$ cat config.mk
export PLATFORM = sky130hd
export DESIGN_NAME = led_pattern_gen
export DESIGN_NICKNAME = d
export VERILOG_FILES = /design/src/rtl/led_pkg.sv /design/src/rtl/led_channel.sv /design/src/rtl/led_pattern_gen.sv
export SDC_FILE = /design/constraint.sdc
export NUM_CORES = 1
export LEC_CHECK = 0
export ABC_AREA = 1
export CAP_MARGIN = 15
export CORE_UTILIZATION = 60
export CTS_CLUSTER_DIAMETER = 40
export DETAILED_ROUTE_END_ITERATION = 10
export DONT_BUFFER_PORTS = 1
export PLACE_DENSITY_LB_ADDON = 0.08
export SYNTH_ARGS = -nofsm -noshare
export SYNTH_HDL_FRONTEND = slang
export SYNTH_SLANG_ARGS = --single-unit
export TNS_END_PERCENT = 20
$ cat constraint.sdc
create_clock -name clk -period 4.35 [get_ports clk]
set_clock_uncertainty 0.15 [all_clocks]
set_input_delay 0.6525 -clock clk [delete_from_list [all_inputs] [get_ports clk]]
set_output_delay 0.6525 -clock clk [all_outputs]
set_load 0.1 [all_outputs]
$ cat src/rtl/led_pkg.sv
// Shared definitions for the LED pattern generator: the channel mode encoding
// and the LED level each mode starts with after a mode change.
// Latency: n/a (declarations only). Backpressure: n/a.
package led_pkg;

    typedef enum logic [1:0] {
        MODE_OFF     = 2'b00,
        MODE_ON      = 2'b01,
        MODE_BLINK   = 2'b10,
        MODE_ONESHOT = 2'b11
    } mode_t;

    // Lit/unlit state a channel takes on the cycle after entering a mode.
    function automatic logic mode_init_on(input mode_t m);
        return (m == MODE_ON) || (m == MODE_BLINK);
    endfunction

endpackage

$ cat src/rtl/led_channel.sv
// One LED channel: mode register, trigger edge detect, tick counter, LED flop.
// Latency: led updates one clk after a mode change, consumed tick or trigger edge.
// Backpressure: none; tick and trigger are consumed on the cycle they arrive.
//
// Ports: clk/rst (sync, active-high), enable (freezes tick timing), tick
// (prescaler strobe), mode (2-bit channel mode), period (half-period / pulse
// length in ticks, 0 treated as 1), trigger (oneshot start, rising edge),
// lit (level used while the channel is "on"), led (registered drive).
module led_channel
    import led_pkg::*;
#(
    parameter int PERIOD_W = 8
) (
    input  logic                clk,
    input  logic                rst,
    input  logic                enable,
    input  logic                tick,
    input  logic [1:0]          mode,
    input  logic [PERIOD_W-1:0] period,
    input  logic                trigger,
    input  logic                lit,
    output logic                led
);

    mode_t               mode_in;
    mode_t               mode_q;
    logic                trig_q;
    logic [PERIOD_W-1:0] cnt_q;
    logic [PERIOD_W-1:0] cnt_d;
    logic                on_q;     // blink phase / oneshot active, independent of PWM
    logic                on_d;
    logic [PERIOD_W-1:0] per_eff;
    logic [PERIOD_W-1:0] per_m1;
    logic                step;
    logic                trig_edge;

    assign mode_in   = mode_t'(mode);
    assign per_eff   = (period == '0) ? PERIOD_W'(1) : period;
    assign per_m1    = per_eff - PERIOD_W'(1);
    assign step      = tick & enable;
    assign trig_edge = trigger & ~trig_q;

    always_ff @(posedge clk) begin
        if (rst) begin
            mode_q <= MODE_OFF;
            trig_q <= 1'b0;
            cnt_q  <= '0;
            on_q   <= 1'b0;
            led    <= 1'b0;
        end else begin
            mode_q <= mode_in;
            trig_q <= trigger;
            cnt_q  <= cnt_d;
            on_q   <= on_d;
            led    <= on_d & lit;
        end
    end

    always_comb begin
        cnt_d = cnt_q;
        on_d  = on_q;
        if (mode_in != mode_q) begin
            // A mode change restarts the channel from the new mode's initial state.
            cnt_d = '0;
            on_d  = mode_init_on(mode_in);
        end else begin
            unique case (mode_q)
                MODE_OFF: begin
                    cnt_d = '0;
                    on_d  = 1'b0;
                end
                MODE_ON: begin
                    cnt_d = '0;
                    on_d  = 1'b1;
                end
                MODE_BLINK: begin
                    if (step) begin
                        // >= so that shrinking period mid-count still wraps promptly.
                        if (cnt_q >= per_m1) begin
                            cnt_d = '0;
                            on_d  = ~on_q;
                        end else begin
                            cnt_d = cnt_q + PERIOD_W'(1);
                        end
                    end
                end
                MODE_ONESHOT: begin
                    // A trigger edge beats a coincident tick: the pulse is reloaded.
                    if (trig_edge) begin
                        cnt_d = per_eff;
                        on_d  = 1'b1;
                    end else if (step && on_q) begin
                        cnt_d = cnt_q - PERIOD_W'(1);
                        if (cnt_q == PERIOD_W'(1)) begin
                            on_d = 1'b0;
                        end
                    end
                end
            endcase
        end
    end

endmodule

$ cat src/rtl/led_pattern_gen.sv
// Multi-channel LED driver: shared prescaler tick, per-channel OFF/ON/BLINK/ONESHOT.
// Latency: tick and led are registered; led follows its cause by one clk.
// Backpressure: none; all inputs are sampled every cycle.
//
// Ports: clk, rst (sync, active-high), enable (runs the prescaler), mode
// (2 bits per channel), period (shared, in ticks), trigger (per-channel
// oneshot start), duty (PWM brightness), led (active-high), tick (strobe).
// Build option: define LED_PWM_EN to modulate the lit level with duty.
module led_pattern_gen
    import led_pkg::*;
#(
    parameter int CHANNELS = 10,
    parameter int PRESCALE = 50000,
    parameter int PERIOD_W = 8,
    parameter int PWM_W    = 4
) (
    input  logic                  clk,
    input  logic                  rst,
    input  logic                  enable,
    input  logic [2*CHANNELS-1:0] mode,
    input  logic [PERIOD_W-1:0]   period,
    input  logic [CHANNELS-1:0]   trigger,
    input  logic [PWM_W-1:0]      duty,
    output logic [CHANNELS-1:0]   led,
    output logic                  tick
);

    localparam int              PS_W    = (PRESCALE > 1) ? $clog2(PRESCALE) : 1;
    localparam logic [PS_W-1:0] PS_LAST = PS_W'(PRESCALE - 1);

    logic [PS_W-1:0] ps_cnt;
    logic            lit;

    // Prescaler: holds its count while disabled so timing resumes in phase.
    always_ff @(posedge clk) begin
        if (rst) begin
            ps_cnt <= '0;
            tick   <= 1'b0;
        end else if (enable) begin
            tick   <= (ps_cnt == PS_LAST);
            ps_cnt <= (ps_cnt == PS_LAST) ? '0 : ps_cnt + PS_W'(1);
        end else begin
            tick   <= 1'b0;
        end
    end

`ifdef LED_PWM_EN
    logic [PWM_W-1:0] pwm_cnt;

    // Free-running: brightness keeps working while tick timing is frozen.
    always_ff @(posedge clk) begin
        if (rst) begin
            pwm_cnt <= '0;
        end else begin
            pwm_cnt <= pwm_cnt + PWM_W'(1);
        end
    end

    // All-ones duty must be fully on, which pwm_cnt < duty alone cannot reach.
    assign lit = (duty == '1) || (pwm_cnt < duty);
`else
    logic unused_duty;

    // duty has no effect in this build.
    assign unused_duty = ^duty;
    assign lit         = 1'b1;
`endif

    for (genvar i = 0; i < CHANNELS; i++) begin : g_ch
        led_channel #(
            .PERIOD_W (PERIOD_W)
        ) u_ch (
            .clk     (clk),
            .rst     (rst),
            .enable  (enable),
            .tick    (tick),
            .mode    (mode[2*i +: 2]),
            .period  (period),
            .trigger (trigger[i]),
            .lit     (lit),
            .led     (led[i])
        );
    end

endmodule

==> results.ini <==
[critical_path]
reg2reg_depth=10
cp.required_ps=4530
crit_arrival_ps=3440
rr_startpoint=tick
crit_cells=21
cpMaxStageDelayCell=xor2_1
startpoint=period[7]
rr_endpoint=g_ch[8].u_ch.led
r2r_slack_ps=1350
crit_end=g_ch[0].u_ch.led
cp_num_buf_inv=4
crit_chain=inv_2 -> nand2_1 -> nor2_2 -> nand2_4 -> nand2_4 -> inv_1 -> ha_1 -> nand2_1 -> xor2_1 -> buf_4 -> ha_1 -> nand2_1 -> inv_1 -> nand2_1 -> nand2_2 -> nand2_4 -> nand2_2 -> nand2_1 -> nand3_1 -> nand2_1 -> nor2_1
crit_path_start_kind=primary input
slowest_delay_ps=450
crit_path_end_kind=flop
cpLargestDelayFamily=simple AND/OR/NAND/NOR gates
cp_max_fo=12
cp_common_cell=nand2_1
path_class=primary input to flop

[clock_tree]
cts.sinks=137
cts_root_buf=clkbuf_16
worst_skew_pair.late_latency_ps=440
path_clk_slew_ps=70
cts_hold_buf=0
cts_tree=done
cts_inserted_buffers=17
htreeDepth=4
cts_resized=0
post_cts_buffers=0
cts_max_path_buffers=2

[synthesis]
synth_compound_area_frac=0.1323
synth-simple-area-share=0.3450
syn-instance-count=1911
synth_fa_ha_area_frac=0.09565
postSynthAreaPerCell_um2=6.297
synthXorXnorAreaFrac=0.08224
syn-cell-area_mm2=0.01203
ys_seq_area_frac=0.2279
muxShareOfSynthArea=0.004159
synth_warnings=0
synth_nets=2048
synth_top_family_by_area=simple AND/OR/NAND/NOR gates
synth_cell_types=43
synth.ff_latch_count=137

[floorplanning]
initial_core_util=0.6143
die_area_mm2=0.02063
coreArea_mm2=0.01959
fp.dieH_um=143.6
io_pins=56
rows=51
fp.dieW_um=143.6

[power]
clockPowerShare=0.451
seqPwrFrac=0.388
internal_power_w=0.002366
switchingPower_w=0.001047
p_sw_frac=0.3066
comb_power_share=0.161
vdd_drop_max_v=0.0002479
leakagePower_nw=6.239
total_power_w=0.003413
power_density_mw_per_mm2=265.5

[place]
portBuffers=0
dpl_cell_area_mm2=0.01224
post-place-cells=2142
dp_hpwl_um=23000
gp_congestion=0.9507

[drt]
drc=0
firstDrtPassIters=5
detail-route-antenna-nets=0
routed_via_density=5.547
finalWirelength_um=33590
drt_iter0_drc=866
vias=12064
wl_per_cell_um=15.44

[sta]
hold_slack_ps=127.5
tns_ps=0
setup_viol_count_final=0
slew_violations=0
max_freq_mhz=306.4
tightest_slew_ps=1033
final_hold_viol_count=0
max_slew_margin=0.3058
rsz0062_at_grt=false
post-route-min-period_ps=3263
finalCritPeriodShare=0.7502

[finish]
multiInputGateArea_mm2=0.007934
final_common_cell=nand2_1
regArea_mm2=0.002743
stdcell_count=2175
finalInstanceArea_mm2=0.01286
area.growth.synth_to_final_pct=6.831
drive_above_1_share=0.06338
final_cell_mix=nand2_1, inv_1, nand3_1, a21oi_1, nor2_1
n_fill_cell=1878
fin_nets=2033

[worst_hold_path]
min_path_type=primary input to flop

[global_routing]
grt_pass1_wl_um=53620
grt_pass1_vias=10811
grt_usage=0.3348
grt_max_degree=34
antenna_found_initial=1
gr-total-overflow=0

[job]
drv_cap=0

[outcome]
status=completed

worst min-delay path by stage:
stage	slack, ps	from	cells after the start	endpoint
6_report	130	rst	1	ps_cnt[2]
3_3_place_gp	290	ps_cnt[13]	1	ps_cnt[13]
5_1_grt	110	rst	1	g_ch[9].u_ch.mode_q[1]
2_1_floorplan	270	ps_cnt[13]	1	ps_cnt[13]
4_1_cts	110	rst	1	ps_cnt[2]
3_5_place_dp	290	ps_cnt[15]	1	ps_cnt[15]
routing by layer:
metal / vias to the layer above / track usage / routed length (µm)
li1: 6147 / - / -
met1: 5435 / 0.4298 / 14860
met2: 407 / 0.5475 / 15020
met3: 75 / 0.06298 / 2627
met4: 0 / 0.1411 / 1076
met5: - / 0 / 0
area by class of cell:
type | instances | share of cell area
Timing Repair Buffer | 20 | 0.01168
Antenna cell | 1 | 0.0001946
Clock buffer | 18 | 0.03338
Inverter | 288 | 0.08428
Clock inverter | 14 | 0.01421
Sequential cell | 137 | 0.2133
Multi-Input combinational cell | 1432 | 0.6171
Tap cell | 265 | 0.02579
power groups by stage:
stage / sequential, W / combinational [W] / clock (W)
final: 0.00132 / 0.000550 / 0.00154
after global routing: 0.00133 / 0.000613 / 0.00161
after global placement: 0.00135 / 0.000531 / 0
after floorplan: 0.00134 / 0.000452 / 0
after CTS: 0.00132 / 0.000547 / 0.00157
after detailed placement: 0.00135 / 0.000544 / 0
stage by stage:
step | setup WS [ps] | utilization
after floorplan | 527.7 | -
after global placement | 663.1 | 0.6249
after detailed placement | 630.8 | 0.6249
after CTS | 1081 | 0.6561
after global routing | 848.0 | 0.6563
final | 1087 | 0.6563
registers in the layout (all words and copies together) (netlist names):
register and flops:
g_ch.u_ch.cnt_q 80, g_ch.u_ch.led 10, g_ch.u_ch.mode_q 20, g_ch.u_ch.trig_q 10, ps_cnt 16, tick 1
synthesized netlist by cell type, drive strengths merged:
cell type | n | area [µm²]
a211oi | 14 | 105.1
a21boi | 1 | 7.510
a21oi | 165 | 867.1
a22oi | 39 | 292.8
a31oi | 4 | 25.02
a32o | 1 | 10.01
a32oi | 4 | 35.03
a41oi | 1 | 8.760
buf | 20 | 143.9
clkbuf | 34 | 130.1
clkinv | 11 | 41.29
dfxtp | 137 | 2743
ha | 92 | 1151
inv | 277 | 1042
mux2i | 5 | 50.05
nand2 | 539 | 2181
nand3 | 179 | 900.9
nand4 | 20 | 137.6
nor2 | 151 | 604.3
nor3 | 44 | 220.2
nor3b | 1 | 7.510
nor4 | 12 | 75.07
o2111ai | 1 | 8.760
o211ai | 2 | 15.01
o21ai | 32 | 160.2
o22ai | 4 | 25.02
o311ai | 1 | 8.760
o31ai | 3 | 22.52
or2 | 4 | 25.02
xnor2 | 38 | 332.8
xor2 | 75 | 656.9
cells by family (layout without fill, tap and decap cells):
| logic type | count (synthesis) | in the layout |
|---|---|---|
| XOR/XNOR | 113 | 113 |
| AO/OA/AOI/OAI | 272 | 272 |
| flip-flops | 137 | 137 |
| AND/OR/NAND/NOR | 950 | 950 |
| other | 0 | 1 |
| multiplexers | 5 | 5 |
| adder cells (fa/ha/maj) | 92 | 92 |
| buffers and inverters | 342 | 340 |
No activity file was read; power rests on OpenSTA's default activity.
